**src/rtl/regfile_ctrl_pkg.sv**
```systemverilog
// Shared constants and helpers for the register-file write-back path.
package regfile_ctrl_pkg;

    localparam int ADDR_W   = 5;
    localparam int DATA_W   = 32;
    localparam int NUM_REGS = 32;

    // Width of an index able to address n items (n >= 2).
    function automatic int clog2(input int n);
        int w;
        w = 0;
        while ((1 << w) < n) begin
            w = w + 1;
        end
        return w;
    endfunction

endpackage

```
**src/rtl/rr_arbiter.sv**
```systemverilog
// Round-robin arbiter: one-hot grant to the first request at or after rr_ptr.
module rr_arbiter
    import regfile_ctrl_pkg::*;
#(
    parameter int NUM_REQ = 3,
    parameter int PTR_W   = clog2(NUM_REQ)
) (
    input  logic               clk,
    input  logic               rst_n,
    input  logic [NUM_REQ-1:0] req_i,
    input  logic               en_i,
    input  logic               adv_i,
    output logic [NUM_REQ-1:0] grant_o,
    output logic [PTR_W-1:0]   grant_idx_o
);

    logic [PTR_W-1:0]   ptr_q;
    logic [PTR_W-1:0]   ptr_d;
    logic [NUM_REQ-1:0] grant_s;
    logic [PTR_W-1:0]   idx_s;
    logic               found_s;

    // Scan requesters starting at the pointer, wrapping modulo NUM_REQ.
    always_comb begin
        int  cand;
        logic hit;
        grant_s = '0;
        idx_s   = '0;
        found_s = 1'b0;
        for (int k = 0; k < NUM_REQ; k++) begin
            cand = int'(ptr_q) + k;
            cand = (cand >= NUM_REQ) ? (cand - NUM_REQ) : cand;
            hit  = en_i && req_i[cand] && !found_s;
            grant_s[cand] = hit;
            idx_s   = hit ? PTR_W'(cand) : idx_s;
            found_s = found_s | hit;
        end
    end

    // Next pointer: one past the winner on a transfer, otherwise hold.
    always_comb begin
        if (adv_i) begin
            if (idx_s == PTR_W'(NUM_REQ - 1)) begin
                ptr_d = '0;
            end else begin
                ptr_d = idx_s + PTR_W'(1);
            end
        end else begin
            ptr_d = ptr_q;
        end
    end

    // Pointer register.
    always_ff @(posedge clk or negedge rst_n) begin
        if (!rst_n) begin
            ptr_q <= '0;
        end else begin
            ptr_q <= ptr_d;
        end
    end

    assign grant_o     = grant_s;
    assign grant_idx_o = idx_s;

endmodule

```
**src/rtl/regfile_wb_arbiter.sv**
```systemverilog
// Write-back controller: arbitrates requesters onto the register-file write
// port through one output register and tracks pending writes in a scoreboard.
module regfile_wb_arbiter
    import regfile_ctrl_pkg::*;
#(
    parameter int NUM_REQ = 3,
    parameter int DATA_W  = regfile_ctrl_pkg::DATA_W,
    parameter int ADDR_W  = regfile_ctrl_pkg::ADDR_W
) (
    input  logic                        clk,
    input  logic                        rst,
    input  logic [NUM_REQ-1:0]          req_valid,
    output logic [NUM_REQ-1:0]          req_ready,
    input  logic [NUM_REQ*ADDR_W-1:0]   req_addr,
    input  logic [NUM_REQ*DATA_W-1:0]   req_data,
    input  logic                        stall,
    input  logic                        issue_valid,
    input  logic [ADDR_W-1:0]           issue_reg,
    output logic                        write_enable,
    output logic [ADDR_W-1:0]           write_reg,
    output logic [DATA_W-1:0]           write_data,
    output logic [(1 << ADDR_W)-1:0]    busy
);

    localparam int NREGS = 1 << ADDR_W;
    localparam int PTR_W = clog2(NUM_REQ);

    logic [NUM_REQ-1:0] grant_s;
    logic [PTR_W-1:0]   idx_s;
    logic               xfer_s;
    logic [ADDR_W-1:0]  addr_s;
    logic [DATA_W-1:0]  data_s;

    logic               we_q;
    logic               we_d;
    logic [ADDR_W-1:0]  wreg_q;
    logic [ADDR_W-1:0]  wreg_d;
    logic [DATA_W-1:0]  wdata_q;
    logic [DATA_W-1:0]  wdata_d;
    logic [NREGS-1:0]   busy_q;
    logic [NREGS-1:0]   busy_d;
    logic [NREGS-1:0]   set_s;
    logic [NREGS-1:0]   clr_s;

    rr_arbiter #(
        .NUM_REQ (NUM_REQ),
        .PTR_W   (PTR_W)
    ) u_rr_arbiter (
        .clk         (clk),
        .rst_n       (rst),
        .req_i       (req_valid),
        .en_i        (!stall),
        .adv_i       (xfer_s),
        .grant_o     (grant_s),
        .grant_idx_o (idx_s)
    );

    // A grant always coincides with a valid request, so any grant is a transfer.
    assign xfer_s    = |grant_s;
    assign req_ready = grant_s;

    // Operand mux selected by the granted index.
    always_comb begin
        logic sel;
        addr_s = '0;
        data_s = '0;
        for (int i = 0; i < NUM_REQ; i++) begin
            sel    = xfer_s && (idx_s == PTR_W'(i));
            addr_s = addr_s | ({ADDR_W{sel}} & req_addr[i*ADDR_W +: ADDR_W]);
            data_s = data_s | ({DATA_W{sel}} & req_data[i*DATA_W +: DATA_W]);
        end
    end

    // Output-stage next state: address/data hold when nothing transfers.
    always_comb begin
        we_d = xfer_s;
        if (xfer_s) begin
            wreg_d  = addr_s;
            wdata_d = data_s;
        end else begin
            wreg_d  = wreg_q;
            wdata_d = wdata_q;
        end
    end

    // Scoreboard next state; the set mask is applied last so it wins a collision.
    always_comb begin
        set_s  = issue_valid ? ({{(NREGS-1){1'b0}}, 1'b1} << issue_reg) : '0;
        clr_s  = we_q        ? ({{(NREGS-1){1'b0}}, 1'b1} << wreg_q)    : '0;
        busy_d = (busy_q & ~clr_s) | set_s;
    end

    // Output stage and scoreboard registers.
    always_ff @(posedge clk or negedge rst) begin
        if (!rst) begin
            we_q    <= 1'b0;
            wreg_q  <= '0;
            wdata_q <= '0;
            busy_q  <= '0;
        end else begin
            we_q    <= we_d;
            wreg_q  <= wreg_d;
            wdata_q <= wdata_d;
            busy_q  <= busy_d;
        end
    end

    assign write_enable = we_q;
    assign write_reg    = wreg_q;
    assign write_data   = wdata_q;
    assign busy         = busy_q;

endmodule

```
**config.mk**
```make
export PLATFORM = sky130hd
export DESIGN_NAME = regfile_wb_arbiter
export DESIGN_NICKNAME = d
export VERILOG_FILES = /design/src/rtl/regfile_ctrl_pkg.sv /design/src/rtl/rr_arbiter.sv /design/src/rtl/regfile_wb_arbiter.sv
export SDC_FILE = /design/constraint.sdc
export NUM_CORES = 1
export LEC_CHECK = 0
export ABC_AREA = 1
export ABC_CLOCK_PERIOD_IN_PS = 4900
export CAP_MARGIN = 20
export CORE_MARGIN = 3
export CORE_UTILIZATION = 24
export CTS_CLUSTER_SIZE = 28
export DETAILED_ROUTE_END_ITERATION = 7
export PLACE_DENSITY = 0.6
export REMOVE_ABC_BUFFERS = 1
export SLEW_MARGIN = 20
export SYNTH_ARGS = -nofsm -noshare
export SYNTH_HDL_FRONTEND = slang
export SYNTH_SLANG_ARGS = --single-unit
```
**constraint.sdc**
```tcl
create_clock -name clk -period 4.9 [get_ports clk]
set_input_delay 0.98 -clock clk [delete_from_list [all_inputs] [get_ports clk]]
set_output_delay 0.98 -clock clk [all_outputs]
set_load 0.01 [all_outputs]
```
# Yosys cells after proc, flatten, opt, wreduce, memory -nomap -nowiden
# Index checks and enable logic that the tools add are counted.
# W data, S select, Z words.
[totals]
rom_bits = 0
regBits = 72
n_memories = 0
output_inout_bits = 73
latch_bits = 0
ramBits = 0
[op_classes]
magnitude_cmp = 9
eq_ne = 2
muxes = 26
shifts = 2
n_bitwise = 15
n_addsub = 6
mul = 0
reduce_logical = 16
div_mod_pow = 0
[ops]
columns = ["operator", "count"]
rows = [
  ["$mux W32", 5],
  ["$and A32 B32 Y32", 4],
  ["$ge A32 B1 Y1 const B", 3],
  ["$lt A32 B4 Y1 const B", 3],
  ["$or A32 B32 Y32", 3],
  ["$ge A32 B3 Y1 const B", 2],
  ["$shl A1 B5 Y32 const A", 2],
  ["$sub A32 B3 Y32 const B", 2],
  ["$not A32 Y32", 1],
  ["$and A5 B5 Y5", 3],
  ["$logic_and A1 B1 Y1", 11],
  ["$or A5 B5 Y5", 2],
  ["$mux W1", 9],
  ["$mux W2", 4],
  ["$bmux W1 S2", 3],
  ["$bwmux W3", 2],
  ["$demux W1 S2", 3],
  ["$add A2 B1 Y3 const B", 1],
  ["$add A2 B2 Y3 const B", 1],
  ["$and A3 B3 Y3", 1],
  ["$logic_not A1 Y1", 3],
  ["$reduce_or A3 Y1", 1],
  ["$sub A2 B2 Y3 const B", 1],
  ["$add A2 B1 Y2 const B", 1],
  ["other kinds (5)", 5],
]

# Logic depth before layout (Yosys ltp)
[depth]
depth_word = 17
ltp_mapped = 18

# Cells and area by module
# A second synthesis with hierarchy kept.
[unflattened]
cells_unflattened = 517
hier_area_um2 = 3986.3
[modules_own_cells]
columns = ["module", "instances", "cells_per_inst", "area_each_um2", "seq_area_each_um2"]
rows = [
  ["regfile_wb_arbiter", 1, 455, 3597.2, 1751.7],
  ["rr_arbiter", 1, 62, 389.1, 50.0],
]

# Least setup slack after synthesis
# OpenSTA, ideal clock, no wires.
[synth_path]
kind = "input-to-output"
from = "input port req_valid[2]"
to = "output port req_ready[1]"
cell_stages = 9
setup_slack_ns = 1.836
arrival_ns = 2.084
required_time_ns = 3.920
path_cell_list = "inv_1 o21ai_1 nand3_4 nand3_1 nand2_1 a21oi_2 buf_4 buf_4 inv_1"
[synth_between]
elab_chain_cells = 10
[synth_lines]
columns = ["element", "line", "source"]
rows = [
  ["from (decl)", "regfile_wb_arbiter.sv:12", "input logic [NUM_REQ-1:0] req_valid,"],
  ["$bmux W1 S2", "rr_arbiter.sv:33", "hit = en_i && req_i[cand] && !found_s;"],
  ["$mux W1 (implied by the code) (2 in a row)", "rr_arbiter.sv:33", ""],
  ["$logic_and A1 B1 Y1", "rr_arbiter.sv:33", ""],
  ["$logic_not A1 Y1", "rr_arbiter.sv:33", ""],
  ["$logic_and A1 B1 Y1", "rr_arbiter.sv:33", ""],
  ["$or A1 B1 Y1", "rr_arbiter.sv:36", "found_s = found_s | hit;"],
  ["$logic_not A1 Y1", "rr_arbiter.sv:33", ""],
  ["$logic_and A1 B1 Y1", "rr_arbiter.sv:33", ""],
  ["$bwmux W3 *", "rr_arbiter.sv:34", "grant_s[cand] = hit;"],
  ["to (decl)", "regfile_wb_arbiter.sv:13", "output logic [NUM_REQ-1:0] req_ready,"],
]
# Mark *: on every way between the ends. The rest lies on a longest branch, timed or not. The select of a mux whose other input is x is not followed.

# Final worst setup path
[layout_path]
from = "input port stall"
to = "output port req_ready[2]"
[layout_between]
elab_chain_cells = 8
[layout_lines]
columns = ["element", "line", "source"]
rows = [
  ["from (decl)", "regfile_wb_arbiter.sv:16", "input logic stall,"],
  ["$logic_not A1 Y1 *", "regfile_wb_arbiter.sv:52", ".en_i (!stall),"],
  ["$logic_and A1 B1 Y1", "rr_arbiter.sv:33", ""],
  ["$logic_not A1 Y1", "rr_arbiter.sv:33", ""],
  ["$logic_and A1 B1 Y1", "rr_arbiter.sv:33", ""],
  ["$or A1 B1 Y1", "rr_arbiter.sv:36", ""],
  ["$logic_not A1 Y1", "rr_arbiter.sv:33", ""],
  ["$logic_and A1 B1 Y1", "rr_arbiter.sv:33", ""],
  ["$bwmux W3 *", "rr_arbiter.sv:34", ""],
]
# Mark *: on every way between the ends. The rest lies on a longest branch, timed or not.

==> run_results.csv <==
group,metric,value,unit
clock_tree,postCtsResizedCells,0,
worst_setup_path,cp.required,3.92,ns
logic_synthesis,synthCells,494,
worst_setup_path,worstPathMaxFanout,6,
routing,drc,0,
worst_setup_path,cp_top_family,"buffers and inverters",
worst_setup_path,r2r_setup_slack,1.54,ns
sta,timing.hold.ws,0.503,ns
worst_setup_path,start_kind,"input port",
floorplanning,die_height,138,microns
clock_tree,post_cts_buffers,0,
floorplanning,core,0.0168,sq mm
cells_and_area,drive_gt1_share,10.2,%
sta,fin_crit_sh,79.1,%
worst_setup_path,cp_slowest_cell,"clkdlybuf4s50_1",
routing,via_count,4542,
min_path,hold_class,"reg -> reg",
min_path,hold_depth,2,
floorplanning,initial_core_util,24.8,%
cells_and_area,antenna_cells,0,
sta,worstMarginPinSlew,0.997,ns
worst_setup_path,end_kind,"output port",
pwr,p_comb_share,63.6,%
worst_setup_path,r2r_end,"write_data[15]",
logic_synthesis,syn_area,0.00416,sq mm
sta,fin_crit,3.87,ns
flow_run,cap_violations,0,
clock_tree,root_buffer,"clkbuf_16",
worst_setup_path,reg2reg_depth,15,
logic_synthesis,yosysWarnings,0,
cells_and_area,fin_nets,791,
sta,rsz0062_at_grt,"false",
worst_setup_path,path_buf_inv,3,
pwr,p_per_area,745,mW/mm^2
routing,antenna_left,0,
sta,fmax,0.258,GHz
routing,wl_per_cell,17.8,microns
placement,port_buffers,195,
placement,finalWeightedCongestion,0.868,
min_path,min_to,"busy[27]",
floorplanning,io_pins,196,
cells_and_area,ff_latch_area,0.00180,sq mm
global_routing,grt_pass1_wl,24.4,mm
cells_and_area,final_core_util,38.8,%
cells_and_area,nFillCells,1650,
clock_tree,cts.htree.levels,3,
worst_setup_path,critical_path.max_stage_delay,0.55,ns
placement,hpwl,11.2,mm
global_routing,antenna_found_initial,0,
sta,final.setup.tns,0,ns
cells_and_area,syn_to_final_growth,56.1,%
clock_tree,cts_hold_buffers,0,
routing,drtIter0Drc,335,
sta,skew,0.00308,ns
sta,setup_viol,0,
global_routing,grt_max_degree,73,
floorplanning,die_w,138,microns
routing,wl,15.8,mm
logic_synthesis,ys_seq_elements,72,
floorplanning,rows,47,
clock_tree,clockBufferDepth,2,
worst_setup_path,worst_path_most_repeated_cell,"clkdlybuf4s50_1",
pwr,ir_drop,0.450,mV
worst_setup_path,cp_cell_sequence,"clkdlybuf4s50_1 > inv_1 > nand2_1 > nor2_1 > nand4_1 > nand2_2 > clkdlybuf4s50_1",
sta,hold_viol_final,0,
clock_tree,numCtsBuffers,9,
worst_setup_path,reg2reg_from,"u_rr_arbiter.ptr_q[0]",
min_path,worstHoldStart,"busy[27]",
cells_and_area,multi_input_area,0.00206,sq mm
sta,relSlewSlack,33.3,%
logic_synthesis,synth.avg_cell_area,8.42,sq um
cells_and_area,layout_commonest_cell,"clkdlybuf4s50_1",
clock_tree,cts.sinks,72,
clock_tree,cts.clk_slew.worst_paths,0.05,ns
clock_tree,cts_tree,"built",
logic_synthesis,synth-seq-area-share,43.3,%
clock_tree,clkLatencyLatePin,0.34,ns
pwr,sw_frac_of_total,48.2,%
global_routing,overflow,0,
pwr,seq_power_share,23.3,%
pwr,clock_power_share,13.1,%
status,status,"finished clean",
global_routing,grt_usage,16.5,%
pwr,p_int,2510,uW
sta,drv_slew,0,
routing,drt_pass1_iterations,5,
pwr,p_switching,2330,uW
cells_and_area,final_cell_mix,"clkdlybuf4s50_1, nand3_1, dfrtp_1",
pwr,power_leakage,0.00246,uW
floorplanning,dieArea,0.0190,sq mm
worst_setup_path,worstPathArrival,2.89,ns
worst_setup_path,worstSetupPathType,"in -> out",
global_routing,grt_pass1_vias,4475,
logic_synthesis,synth.distinct_cells,25,
routing,vias_per_cell,5.12,
[worst register-to-register path, delay by kind of cell, from the launching register on]
kind / cells / cell delay, ns
simple gates: 9 / 1.22
buf+inv: 4 / 1.04
fa+ha+maj: 1 / 0.45
flops: 1 / 0.38
compound gates: 1 / 0.14
[worst max-delay path by stage]
| stage | start | to | slack (ns) | depth (start not counted) |
|---|---|---|---|---|
| global placement | req_valid[2] | write_data[22] | 1.04 | 12 |
| CTS | stall | req_ready[1] | 1.03 | 9 |
| floorplan | req_valid[2] | write_data[0] | 0.42 | 8 |
| global route | stall | req_ready[2] | 0.88 | 7 |
| finish | stall | req_ready[2] | 1.03 | 7 |
| detailed placement | req_valid[2] | write_data[15] | 0.93 | 12 |
[power by group through the flow]
| stage | clock network (uW) | registers, uW | logic, uW |
|---|---|---|---|
| 5_1_grt | 677 | 1160 | 3390 |
| 6_report | 634 | 1130 | 3080 |
| 2_1_floorplan | 0 | 1200 | 1620 |
| 4_1_cts | 657 | 1130 | 3110 |
| 3_3_place_gp | 0 | 1120 | 3030 |
| 3_5_place_dp | 0 | 1130 | 3100 |
[cell type report]
class / instances / share of cell area, %
multi-input cells: 360 / 31.8
repair buffers: 200 / 30.8
flip-flops and latches: 72 / 27.7
clock buffers: 10 / 3.53
clock inverters: 4 / 0.732
well taps: 220 / 4.24
inverters: 21 / 1.21
[through the flow]
step | std cells | power (uW) | cell area [sq um] | setup slack [ns]
detailed placement | 873 | 4230 | 6220 | 0.927
floorplan | 453 | 2830 | 3920 | 0.418
global route | 887 | 5230 | 6490 | 0.877
global placement | 873 | 4160 | 6220 | 1.04
CTS | 887 | 4890 | 6490 | 1.03
finish | 887 | 4840 | 6490 | 1.03
[cell families (layout without fill, tap and decap cells)]
group | count (synthesis) | after routing | share of synthesized area (%)
and+or+nand+nor | 286 | 286 | 39.1
AOI/OAI and AO/OA | 70 | 70 | 8.63
DFF | 72 | 72 | 43.3
adders and majority gates | 4 | 4 | 1.20
buffers and inverters | 62 | 235 | 7.73
[routing by layer]
layer / vias up / global-route usage (%) / wire (microns) / share of wire (%)
li1: 2119 / - / - / -
met1: 2203 / 21.3 / 6620 / 42
met2: 191 / 27.4 / 7780 / 49
met3: 29 / 2.74 / 1020 / 6.5
met4: 0 / 6.87 / 387 / 2.4
met5: - / 0 / 0 / 0
[Yosys cell counts]
| master | number | area (sq um) |
|---|---|---|
| a21oi_2 | 1 | 8.76 |
| nand4_1 | 49 | 307 |
| a21oi_1 | 1 | 5.00 |
| nor2_4 | 1 | 11.3 |
| nor2_1 | 14 | 52.6 |
| nand2_1 | 44 | 165 |
| o21ai_0 | 64 | 320 |
| inv_2 | 2 | 7.51 |
| buf_2 | 20 | 100 |
| ha_1 | 4 | 50.1 |
| o21ai_1 | 2 | 10.0 |
| dfrtp_1 | 72 | 1800 |
| nand3_4 | 1 | 17.5 |
| buf_6 | 6 | 67.6 |
| nor3_1 | 8 | 40.0 |
| nand3_1 | 129 | 646 |
| o21ai_2 | 1 | 8.76 |
| nand2_2 | 2 | 12.5 |
| inv_1 | 19 | 71.3 |
| nor2_2 | 1 | 6.26 |
| a31oi_1 | 1 | 6.26 |
| nand3_2 | 36 | 360 |
| buf_4 | 5 | 37.5 |
| clkbuf_1 | 10 | 37.5 |
| nand2_4 | 1 | 11.3 |
Power figures use the tool's default switching activity.
